$ cat src/rtl/uart_rx_pkg.sv
// Shared types and constants for the UART receiver.
// FSM state encoding, parity-type codes and the 3-sample majority helper.
package uart_rx_pkg;

  typedef logic [2:0] state_t;

  localparam state_t ST_IDLE   = 3'd0;
  localparam state_t ST_START  = 3'd1;
  localparam state_t ST_DATA   = 3'd2;
  localparam state_t ST_PARITY = 3'd3;
  localparam state_t ST_STOP   = 3'd4;

  localparam logic PAR_EVEN = 1'b0;
  localparam logic PAR_ODD  = 1'b1;

  function automatic logic maj3(
    input logic a,
    input logic b,
    input logic c
  );
    return (a & b) | (a & c) | (b & c);
  endfunction

endpackage

$ cat src/rtl/uart_rx_sampler.sv
// Per-bit edge counter and 3-sample majority vote around mid-bit.
// bit_done strobes at edge M+1, the cycle whose own sample completes the vote.
module uart_rx_sampler
  import uart_rx_pkg::*;
#(
  parameter int OVERSAMPLE = 8
) (
  input  logic i_clk,
  input  logic i_rst_n,
  input  logic i_rx,
  input  logic i_run,
  input  logic i_clr,
  output logic o_bit,
  output logic o_bit_done
);

  localparam int CW = (OVERSAMPLE > 2) ? $clog2(OVERSAMPLE) : 1;
  localparam int M  = OVERSAMPLE / 2;

  localparam logic [CW-1:0] E_LO   = CW'(M - 1);
  localparam logic [CW-1:0] E_MID  = CW'(M);
  localparam logic [CW-1:0] E_HI   = CW'(M + 1);
  localparam logic [CW-1:0] E_LAST = CW'(OVERSAMPLE - 1);

  logic [CW-1:0] r_edge_cnt;
  logic [1:0]    r_samp;
  logic          w_at_samp;

  assign w_at_samp = (r_edge_cnt == E_LO) ||
                     (r_edge_cnt == E_MID);

  always_ff @(posedge i_clk or negedge i_rst_n) begin
    if (!i_rst_n) begin
      r_edge_cnt <= '0;
    end else if (i_clr || !i_run) begin
      r_edge_cnt <= '0;
    end else if (r_edge_cnt == E_LAST) begin
      r_edge_cnt <= '0;
    end else begin
      r_edge_cnt <= r_edge_cnt + 1'b1;
    end
  end

  always_ff @(posedge i_clk or negedge i_rst_n) begin
    if (!i_rst_n) begin
      r_samp <= 2'b11;
    end else if (i_run && w_at_samp) begin
      r_samp <= {r_samp[0], i_rx};
    end
  end

  // third sample is the live input, so the vote lands on edge M+1
  assign o_bit      = maj3(r_samp[1], r_samp[0], i_rx);
  assign o_bit_done = i_run && (r_edge_cnt == E_HI);

endmodule

$ cat src/rtl/uart_rx.sv
// UART receive path: start detect, LSB-first data, optional parity, stop check.
// Define UART_RX_SYNC_EN to pass RX_IN through a 2-flop synchronizer first.
module uart_rx
  import uart_rx_pkg::*;
#(
  parameter int DATA_WIDTH = 8,
  parameter int OVERSAMPLE = 8
) (
  input  logic                  CLK,
  input  logic                  RST,
  input  logic                  RX_IN,
  input  logic                  PAR_EN,
  input  logic                  PAR_TYP,
  output logic [DATA_WIDTH-1:0] P_DATA,
  output logic                  DATA_VALID,
  output logic                  PAR_ERR,
  output logic                  STP_ERR
);

  localparam int BW = $clog2(DATA_WIDTH + 1);
  localparam logic [BW-1:0] BIT_LAST = BW'(DATA_WIDTH - 1);

  logic                  w_rx;
  state_t                r_state;
  state_t                w_next;
  logic [BW-1:0]         r_bit_cnt;
  logic [DATA_WIDTH-1:0] r_shift;
  logic                  r_par_en;
  logic                  r_par_typ;
  logic                  r_par_bad;
  logic                  r_break;
  logic                  w_start;
  logic                  w_run;
  logic                  w_to_idle;
  logic                  w_bit;
  logic                  w_bit_done;
  logic                  w_bit_last;
  logic                  w_par_exp;

`ifdef UART_RX_SYNC_EN
  logic [1:0] r_sync;

  always_ff @(posedge CLK or negedge RST) begin
    if (!RST) begin
      r_sync <= 2'b11;
    end else begin
      r_sync <= {r_sync[0], RX_IN};
    end
  end

  assign w_rx = r_sync[1];
`else
  assign w_rx = RX_IN;
`endif

  // after a stop error the line must go high before a new start counts
  assign w_start    = (r_state == ST_IDLE) && !w_rx && !r_break;
  assign w_run      = (r_state != ST_IDLE) || w_start;
  assign w_to_idle  = (r_state != ST_IDLE) && (w_next == ST_IDLE);
  assign w_bit_last = (r_bit_cnt == BIT_LAST);
  assign w_par_exp  = (^r_shift) ^ (r_par_typ == PAR_ODD);

  uart_rx_sampler #(
    .OVERSAMPLE (OVERSAMPLE)
  ) u_sampler (
    .i_clk      (CLK),
    .i_rst_n    (RST),
    .i_rx       (w_rx),
    .i_run      (w_run),
    .i_clr      (w_to_idle),
    .o_bit      (w_bit),
    .o_bit_done (w_bit_done)
  );

  always_comb begin
    w_next = r_state;
    unique case (r_state)
      ST_IDLE: begin
        if (w_start) w_next = ST_START;
      end
      ST_START: begin
        if (w_bit_done) begin
          w_next = w_bit ? ST_IDLE : ST_DATA;
        end
      end
      ST_DATA: begin
        if (w_bit_done && w_bit_last) begin
          w_next = r_par_en ? ST_PARITY : ST_STOP;
        end
      end
      ST_PARITY: begin
        if (w_bit_done) w_next = ST_STOP;
      end
      ST_STOP: begin
        if (w_bit_done) w_next = ST_IDLE;
      end
      default: w_next = ST_IDLE;
    endcase
  end

  always_ff @(posedge CLK or negedge RST) begin
    if (!RST) begin
      r_state <= ST_IDLE;
    end else begin
      r_state <= w_next;
    end
  end

  always_ff @(posedge CLK or negedge RST) begin
    if (!RST) begin
      r_par_en  <= 1'b0;
      r_par_typ <= PAR_EVEN;
    end else if (w_start) begin
      r_par_en  <= PAR_EN;
      r_par_typ <= PAR_TYP;
    end
  end

  always_ff @(posedge CLK or negedge RST) begin
    if (!RST) begin
      r_bit_cnt <= '0;
      r_shift   <= '0;
    end else if (w_start) begin
      r_bit_cnt <= '0;
    end else if (r_state == ST_DATA && w_bit_done) begin
      r_bit_cnt <= r_bit_cnt + 1'b1;
      r_shift   <= {w_bit, r_shift[DATA_WIDTH-1:1]};
    end
  end

  always_ff @(posedge CLK or negedge RST) begin
    if (!RST) begin
      r_par_bad <= 1'b0;
    end else if (w_start) begin
      r_par_bad <= 1'b0;
    end else if (r_state == ST_PARITY && w_bit_done) begin
      r_par_bad <= (w_bit != w_par_exp);
    end
  end

  always_ff @(posedge CLK or negedge RST) begin
    if (!RST) begin
      r_break <= 1'b0;
    end else if (r_state == ST_STOP && w_bit_done && !w_bit) begin
      r_break <= 1'b1;
    end else if (r_state == ST_IDLE && w_rx) begin
      r_break <= 1'b0;
    end
  end

  always_ff @(posedge CLK or negedge RST) begin
    if (!RST) begin
      P_DATA     <= '0;
      DATA_VALID <= 1'b0;
      PAR_ERR    <= 1'b0;
      STP_ERR    <= 1'b0;
    end else begin
      DATA_VALID <= 1'b0;
      PAR_ERR    <= 1'b0;
      STP_ERR    <= 1'b0;
      if (r_state == ST_STOP && w_bit_done) begin
        STP_ERR <= !w_bit;
        PAR_ERR <= r_par_bad;
        if (w_bit && !r_par_bad) begin
          DATA_VALID <= 1'b1;
          P_DATA     <= r_shift;
        end
      end
    end
  end

endmodule
$ cat config.mk
export PLATFORM = sky130hd
export DESIGN_NAME = uart_rx
export DESIGN_NICKNAME = d
export VERILOG_FILES = /design/src/rtl/uart_rx_pkg.sv /design/src/rtl/uart_rx_sampler.sv /design/src/rtl/uart_rx.sv
export SDC_FILE = /design/constraint.sdc
export NUM_CORES = 1
export LEC_CHECK = 0
export CORE_ASPECT_RATIO = 1.25
export CORE_MARGIN = 10
export CORE_UTILIZATION = 25
export CTS_CLUSTER_SIZE = 40
export DETAILED_ROUTE_END_ITERATION = 10
export SLEW_MARGIN = 40
export SYNTH_ARGS = -nofsm -noshare
export SYNTH_HDL_FRONTEND = slang
export SYNTH_SLANG_ARGS = --single-unit
$ cat constraint.sdc
create_clock -name CLK -period 1.91 [get_ports CLK]
set_input_delay 0.382 -clock CLK [delete_from_list [all_inputs] [get_ports CLK]]
set_output_delay 0.382 -clock CLK [all_outputs]
set_load 0.02 [all_outputs]
Word-level counts from Yosys, hierarchy flattened
Cells that the tools add are included.
Widths: inputs -> output; s select.
Storage, ports and cells
  register bits after elaboration: 35
  output and inout port bits: 11
  logic and storage cells: 81
  input port bits: 5
Cells by class
  multiplexer cells: 20
  add/subtract/negate cells: 2
  reductions and logical operators: 29
  bitwise operators: 7
  equality and inequality tests: 10
Operators by type and width (number)
  $mux 3: 8
  $pmux 3 s5: 1
  $eq 3x3->1 const B: 4
  $logic_and 1x1->1: 12
  $eq 3x2->1 const B: 3
  $mux 1: 8
  $mux 4: 2
  $reduce_xor 8->1: 1
  $logic_not 3->1: 2
  $reduce_bool 2->1: 3
  $logic_not 1->1: 5
  $add 4x1->4 const B: 1
  $eq 4x3->1 const B: 1
  $reduce_and 2->1: 2
  $add 3x1->3 const B: 1
  $and 1x1->1: 3
  $eq 3x1->1 const B: 1
  $logic_or 1x1->1: 3
  $reduce_bool 3->1: 1
  $mux 2: 1
  $or 1x1->1: 2
  $ne 1x1->1: 1
  $not 1->1: 1
  $xor 1x1->1: 1

Depth between registers and ports, before layout
Gate-level depths: netlist of the first run.
  depth after elaboration: 12
  depth in mapped cells: 7
  mapped depth without buffers: 6

Modules after synthesis
Synthesis of the first run repeated with hierarchy kept, for this count alone.
Unflattened totals
  cell total of the unflattened synthesis: 125
  area total of the unflattened synthesis: 1684.1 um^2
Modules (own cells, without submodules)
  uart_rx: instances 1, sequential area each 750.7 um^2, area each 1400.1 um^2, cells an instance 105
  uart_rx_sampler: instances 1, sequential area each 127.6 um^2, area each 284.0 um^2, cells an instance 20

Worst setup path after synthesis of the first run
No wires, ideal clock.
  path type: reg-to-reg
  start point: register u_sampler.r_edge_cnt[1]
  end point: register P_DATA[0]
  data arrival time: 1938 ps
  buffers on the path: 1
  stages on the path, launching flop included: 8
  period minus slack after synthesis: 2063 ps
  data required time: 1785 ps
  path slack: -153 ps
  path through: dfrtp_1 inv_1 ha_1 nand2_2 or4b_4 or3_1 buf_6 mux2_4
On the way
  word-level cells in the longest chain between the ends: 4
RTL lines
  start: declaration: RTL line uart_rx_sampler.sv:25  | logic [CW-1:0] r_edge_cnt;
  start signal: assignment: RTL line uart_rx_sampler.sv:40  | r_edge_cnt <= r_edge_cnt + 1'b1;
  $eq 3x3->1: RTL line uart_rx_sampler.sv:54  | assign o_bit_done = i_run && (r_edge_cnt == E_HI);
  $logic_and 1x1->1: RTL line uart_rx_sampler.sv:54
  $logic_and 1x1->1: RTL line uart_rx.sv:161  | if (r_state == ST_STOP && w_bit_done) begin
  $reduce_and 2->1 (no line)
  end signal: assignment: RTL line uart_rx.sv:166  | P_DATA <= r_shift;
  end: declaration: RTL line uart_rx.sv:14  | output logic [DATA_WIDTH-1:0] P_DATA,
No other way between the ends.
A chain may end at the register's enable or synchronous reset.

Worst setup path after layout of the first run
  start point: register u_sampler.r_edge_cnt[1]
  end point: register P_DATA[7]
Same word-level chain as after synthesis.

==> results of run 1 <==
## Yosys cell counts, types with 2 or more instances
| master | number | area share, % |
|---|---|---|
| dfrtp_1 | 33 | 50 |
| mux2_2 | 13 | 8.9 |
| mux2_4 | 8 | 7.3 |
| nor2_1 | 8 | 1.8 |
| inv_1 | 7 | 1.6 |
| nand2_1 | 7 | 1.6 |
| xnor2_1 | 7 | 3.7 |
| ha_1 | 5 | 3.8 |
| nand3_1 | 5 | 1.5 |
| o21ai_0 | 5 | 1.5 |
| nor3_1 | 4 | 1.2 |
| a21oi_1 | 3 | 0.92 |
| buf_6 | 2 | 1.4 |
| dfstp_2 | 2 | 3.2 |
| o31ai_1 | 2 | 0.92 |
## routing by layer
metal,track usage (%),vias up
met2,10.6,20
met4,3.08,0
met5,0,-
li1,-,525
met3,3.11,3
met1,6.77,516
## state kept, by name, summed over array words and instances (netlist names)
name / cells
PAR_ERR: 1
P_DATA: 8
DATA_VALID: 1
r_shift: 8
u_sampler.r_edge_cnt: 3
r_state: 3
r_break: 1
r_bit_cnt: 4
u_sampler.r_samp: 2
r_par_bad: 1
r_par_typ: 1
STP_ERR: 1
r_par_en: 1
## per-stage QoR
step                      utilization [%]  total power, mW  instance area, um2  setup slack (ns)
after floorplan                         -             1.45                1640            -0.151
after detailed placement             32.0             1.73                2010            -0.242
after CTS                            34.0             2.36                2140            -0.168
final                                34.7             2.40                2180            -0.163
after global routing                 34.7             2.59                2180            -0.225
after global placement               32.0             1.71                2010            -0.204
## critical path: cells and delay by family, from the launching register on
kind,cells,cell delay [ns]
flops,1,0.39
mux,1,0.29
buf+inv,2,0.23
fa+ha+maj,1,0.14
simple gates,3,0.89
## repair_timing
action,4_1_cts,5_1_grt
setup endpoints to repair,8,9
cloned,1,0
resized for setup,5,7
buffers inserted,0,2
## logic make-up (layout without fill, tap and decap cells)
family | after synthesis | after routing | synth area share, %
and+or+nand+nor | 35 | 35 | 11.2
adders and majority gates | 6 | 6 | 4.43
AOI/OAI and AO/OA | 13 | 13 | 4.89
xor gates and xnor gates | 9 | 9 | 5.65
muxes | 22 | 22 | 16.9
DFF | 35 | 35 | 53.6
buffers and inverters | 10 | 50 | 3.28
## power breakdown
part | switching (mW) | leakage, nW | internal [mW] | total [mW]
sequential | 0.0938 | 0.469 | 0.885 | 0.978
combinational | 0.373 | 0.519 | 0.454 | 0.827
clock | 0.266 | 0.0505 | 0.328 | 0.594
## final timing paths
check,start,cells after the start,end,slack (ns)
setup / recovery,u_sampler.r_edge_cnt[1]$_DFF_PN0_,7,P_DATA[7]$_DFFE_PN0P_,-0.16
hold / removal,RST,1,r_shift[7]$_DFFE_PN0P_,0.37
setup reg to reg,u_sampler.r_edge_cnt[1]$_DFF_PN0_,7,P_DATA[7]$_DFFE_PN0P_,-0.16
hold reg to reg,r_bit_cnt[2]$_DFFE_PN0P_,1,r_bit_cnt[2]$_DFFE_PN0P_,0.50
max in group asynchronous,RST,2,u_sampler.r_edge_cnt[1]$_DFF_PN0_,1.09
min in group CLK,r_bit_cnt[2]$_DFFE_PN0P_,1,r_bit_cnt[2]$_DFFE_PN0P_,0.50
## area by class of cell
cell class / count / area share, %
clock buffers: 7 / 4.41
repair buffers: 35 / 14.7
inverters: 7 / 1.20
clock inverters: 1 / 0.344
multi-input cells: 85 / 34.3
flip-flops and latches: 35 / 40.2
well taps: 85 / 4.87
==> results.sh, run 1 <==
export IMPL_clk_pin_slew_worst_paths_ns=0.07
export IMPL_synthToLayoutAreaGrowth_pct=33.3
export IMPL_drtPass1Iterations=3
export IMPL_synth_area_per_cell_um2=12.6
export IMPL_skew_ns=0.00517
export IMPL_status="complete, but fails checks"
export IMPL_crit_arrival_ns=2.25
export IMPL_nFillCells=645
export IMPL_path_cells="inv_2, ha_4, nand2_4, or4b_4, or3_4, buf_6, mux2_4"
export IMPL_worstSetupStartpointType="flip-flop"
export IMPL_critPathSlowestCell="or4b_4"
export IMPL_synth_distinct_cells=34
export IMPL_num_antenna_cells=0
export IMPL_wl_met2_mm=1.65
export IMPL_die_w_um=92.4
export IMPL_synthCells=130
export IMPL_grt_usage_pct=6.48
export IMPL_via_per_inst=4.17
export IMPL_globalRouteOverflowTotal=0
export IMPL_holdWs_ns=0.366
export IMPL_fin_nets=179
export IMPL_worstHoldPathType="in -> async"
export IMPL_cts_tree="yes"
export IMPL_cp_max_fo=5
export IMPL_ys_seq_elements=35
export IMPL_ys_seq_area_share_pct=53.6
export IMPL_syn_area_um2=1640
export IMPL_rows=32
export IMPL_place_congestion=0.719
export IMPL_post_route_period_util_pct=109
export IMPL_slowest_delay_ns=0.48
export IMPL_drive_above_1_share_pct=35.9
export IMPL_ant_nets=0
export IMPL_grt_pass1_vias=1158
export IMPL_fin_tns_setup_ns=-1.19
export IMPL_highest_layer="met4"
export IMPL_path_class="reg -> reg"
export IMPL_synth_warnings=0
export IMPL_rsz0062_at_grt="yes"
export IMPL_worst_pin_slew_ns=0.353
export IMPL_htree_levels=2
export IMPL_slew_headroom_pct=76.4
export IMPL_clock_sinks=35
export IMPL_root_buffer="clkbuf_8"
export IMPL_die_h_um=110
export IMPL_io_pins=16
export IMPL_layout_commonest_cell="dfrtp_1"
export IMPL_antenna_found_initial=0
export IMPL_synth_ff_type="dfrtp_1"
export IMPL_fin_crit_ns=2.07
export IMPL_power_density_nw_per_um2=1100
export IMPL_fmax_mhz=482
export IMPL_initialDrtViolationCount=56
export IMPL_numCtsBuffers=5
export IMPL_postCtsHoldBufs=0
export IMPL_route_met3_wl_um=179
export IMPL_fin_cells=255
export IMPL_end_kind="flip-flop"
export IMPL_setup_ws_ns=-0.163
export IMPL_portBuffers=15
export IMPL_coreArea_um2=6290
export IMPL_multi_input_area_um2=748
export IMPL_start_util_pct=26.1
export IMPL_wl_per_cell_um=11.9
export IMPL_power_leakage_nw=1.04
export IMPL_syn_num_nets=140
export IMPL_final_hold_viol_count=0
export IMPL_clockBufferDepth=2
export IMPL_dp_hpwl_mm=2.24
export IMPL_drc=0
export IMPL_wl_mm=3.04
export IMPL_vias=1064
export IMPL_seqCellArea_um2=878
export IMPL_met1_length_mm=1.18
export IMPL_die_area_um2=10200
export IMPL_grt_max_degree=30
export IMPL_grt_pass1_wl_mm=5.32
export IMPL_ir_worst_vdd_mv=0.353
export IMPL_cap_viol_max_count=0
export IMPL_violations="setup timing"
export IMPL_place_inst=244
export IMPL_postSynth_asyncResetShare_pct=100
export IMPL_slew_viol_final=0
export IMPL_insertion_delay_ns=0.29
export IMPL_setup_viol=8
export IMPL_synth_edf_count=0
export IMPL_worst_ep_required_time_ns=2.08
export IMPL_final_cell_mix="33 x dfrtp_1, 17 x buf_4, 15 x clkdlybuf4s50_1, 13 x mux2_2"
Power figures use the tool's default switching activity.
==> run 2, diff against run 1 <==
--- a/config.mk
+++ b/config.mk
@@ -10,2 +10,3 @@
 export CORE_UTILIZATION = 25
+export CTS_CLUSTER_DIAMETER = 30
 export CTS_CLUSTER_SIZE = 40
--- a/constraint.sdc
+++ b/constraint.sdc
@@ -3,2 +3,2 @@
 set_output_delay 0.382 -clock CLK [all_outputs]
-set_load 0.02 [all_outputs]
+set_load 0.05 [all_outputs]
==> results.sh, run 2 (synthesized netlist as in run 1, its figures left out) <==
export IMPL_via_per_inst=4.21
export IMPL_wl_mm=3.07
export IMPL_status="complete, but fails checks"
export IMPL_drive_above_1_share_pct=38.2
export IMPL_antenna_found_initial=0
export IMPL_path_class="reg -> reg"
export IMPL_cap_viol_max_count=0
export IMPL_grt_pass1_vias=1048
export IMPL_worst_ep_required_time_ns=2.09
export IMPL_worstHoldPathType="in -> async"
export IMPL_clk_pin_slew_worst_paths_ns=0.07
export IMPL_route_met3_wl_um=162
export IMPL_power_density_nw_per_um2=1130
export IMPL_dp_hpwl_mm=2.25
export IMPL_slew_headroom_pct=66.4
export IMPL_postCtsHoldBufs=0
export IMPL_slew_viol_final=0
export IMPL_worst_pin_slew_ns=0.503
export IMPL_drc=0
export IMPL_place_area_um2=1990
export IMPL_rows=32
export IMPL_wl_met2_mm=1.54
export IMPL_place_congestion=0.753
export IMPL_fmax_mhz=483
export IMPL_layout_commonest_cell="dfrtp_1"
export IMPL_r2r_setup_slack_ns=-0.16
export IMPL_setup_ws_ns=-0.160
export IMPL_grt_pass1_wl_mm=5.11
export IMPL_portBuffers=15
export IMPL_reg_top3="P_DATA: 8 flops, r_shift: 8 flops, r_bit_cnt: 4 flops"
export IMPL_final_hold_viol_count=0
export IMPL_synthToLayoutAreaGrowth_pct=32.5
export IMPL_drtPass1Iterations=3
export IMPL_clock_sinks=35
export IMPL_io_pins=16
export IMPL_cts_tree="yes"
export IMPL_worstSetupStartpointType="flip-flop"
export IMPL_nFillCells=646
export IMPL_die_w_um=92.4
export IMPL_crit_arrival_ns=2.25
export IMPL_rsz0062_at_grt="yes"
export IMPL_wl_per_cell_um=11.9
export IMPL_globalRouteOverflowTotal=0
export IMPL_end_kind="flip-flop"
export IMPL_grt_usage_pct=6.21
export IMPL_die_h_um=110
export IMPL_initialDrtViolationCount=67
export IMPL_vias=1087
export IMPL_fin_nets=182
export IMPL_num_antenna_cells=0
export IMPL_final_util_pct=34.5
export IMPL_clockBufferDepth=2
export IMPL_holdWs_ns=0.497
export IMPL_dpl_worst_slack_ns=-0.184
export IMPL_numCtsBuffers=5
export IMPL_coreArea_um2=6290
export IMPL_root_buffer="clkbuf_8"
export IMPL_final_cell_mix="33 x dfrtp_1, 26 x buf_4, 13 x mux2_2, 10 x clkdlybuf4s50_1"
export IMPL_ant_nets=0
export IMPL_ir_worst_vdd_mv=0.380
export IMPL_htree_levels=2
export IMPL_setup_viol=8
export IMPL_met1_length_mm=1.29
export IMPL_highest_layer="met4"
export IMPL_cp_max_fo=5
export IMPL_die_area_um2=10200
export IMPL_final_area_um2=2170
export IMPL_violations="setup timing"
export IMPL_start_util_pct=26.1
export IMPL_fin_crit_ns=2.07
export IMPL_insertion_delay_ns=0.29
export IMPL_post_route_period_util_pct=108
export IMPL_grt_max_degree=36
export IMPL_skew_ns=0.00451
export IMPL_power_leakage_nw=1.05
## run 2: metal layers
layer | vias up | GRT usage (%)
met5 | - | 0
met3 | 6 | 2.64
li1 | 532 | -
met4 | 0 | 3.39
met1 | 535 | 7.38
met2 | 14 | 9.16
## run 2: area by class of cell
cell class | instances | area (um2) | share of cell area [%]
sequential | 35 | 878 | 40.5
clock buffer | 5 | 68.8 | 3.17
tap | 85 | 106 | 4.90
timing repair buffer | 38 | 318 | 14.6
clock inverter | 3 | 43.8 | 2.02
multi-input combinational | 85 | 728 | 33.6
inverter | 7 | 26.3 | 1.21
## run 2: repair_timing
item / CTS / global route
gates resized for setup: 1 / 8
setup endpoints to repair: 8 / 9
buffers inserted: 0 / 4
pin swaps: 0 / 1
gates cloned: 0 / 1
## run 2: path summary, 6_finish.rpt
check / from / to / depth (start not counted)
max: u_sampler.r_edge_cnt[1]$_DFF_PN0_ / P_DATA[7]$_DFFE_PN0P_ / 7
min: RST / P_DATA[6]$_DFFE_PN0P_ / 2
max reg2reg: u_sampler.r_edge_cnt[1]$_DFF_PN0_ / P_DATA[7]$_DFFE_PN0P_ / 7
min reg2reg: r_par_typ$_DFFE_PN0P_ / r_par_typ$_DFFE_PN0P_ / 2
max in group asynchronous: RST / u_sampler.r_samp[0]$_DFFE_PN1P_ / 2
min in group CLK: r_par_typ$_DFFE_PN0P_ / r_par_typ$_DFFE_PN0P_ / 2
## run 2: stage by stage
stage	TNS, ns	cells	power [mW]
6_report	-1.21	258	2.45
3_3_place_gp	-1.35	245	1.71
4_1_cts	-1.17	253	2.40
3_5_place_dp	-1.47	245	1.72
5_1_grt	-1.51	258	2.62
2_1_floorplan	-1.21	130	1.45
## run 2: power breakdown
group          internal (mW)  total [mW]  switching [mW]
clock                  0.388       0.666           0.278
sequential             0.884       0.971          0.0873
combinational          0.453       0.807           0.355
## run 2: critical path, cell delays in order (launching register included)
cell and delay, ns:
dfrtp_1 0.39, inv_2 0.08, ha_4 0.13, nand2_2 0.05, or4b_4 0.48, or3_4 0.40
buf_6 0.15, mux2_4 0.29
==> run 3, diff against run 2 <==
Settings changed: SLEW_MARGIN 40 to 25.
==> results of run 3 <==
No change in the layout: final DEF, timing and power equal those of run 2.
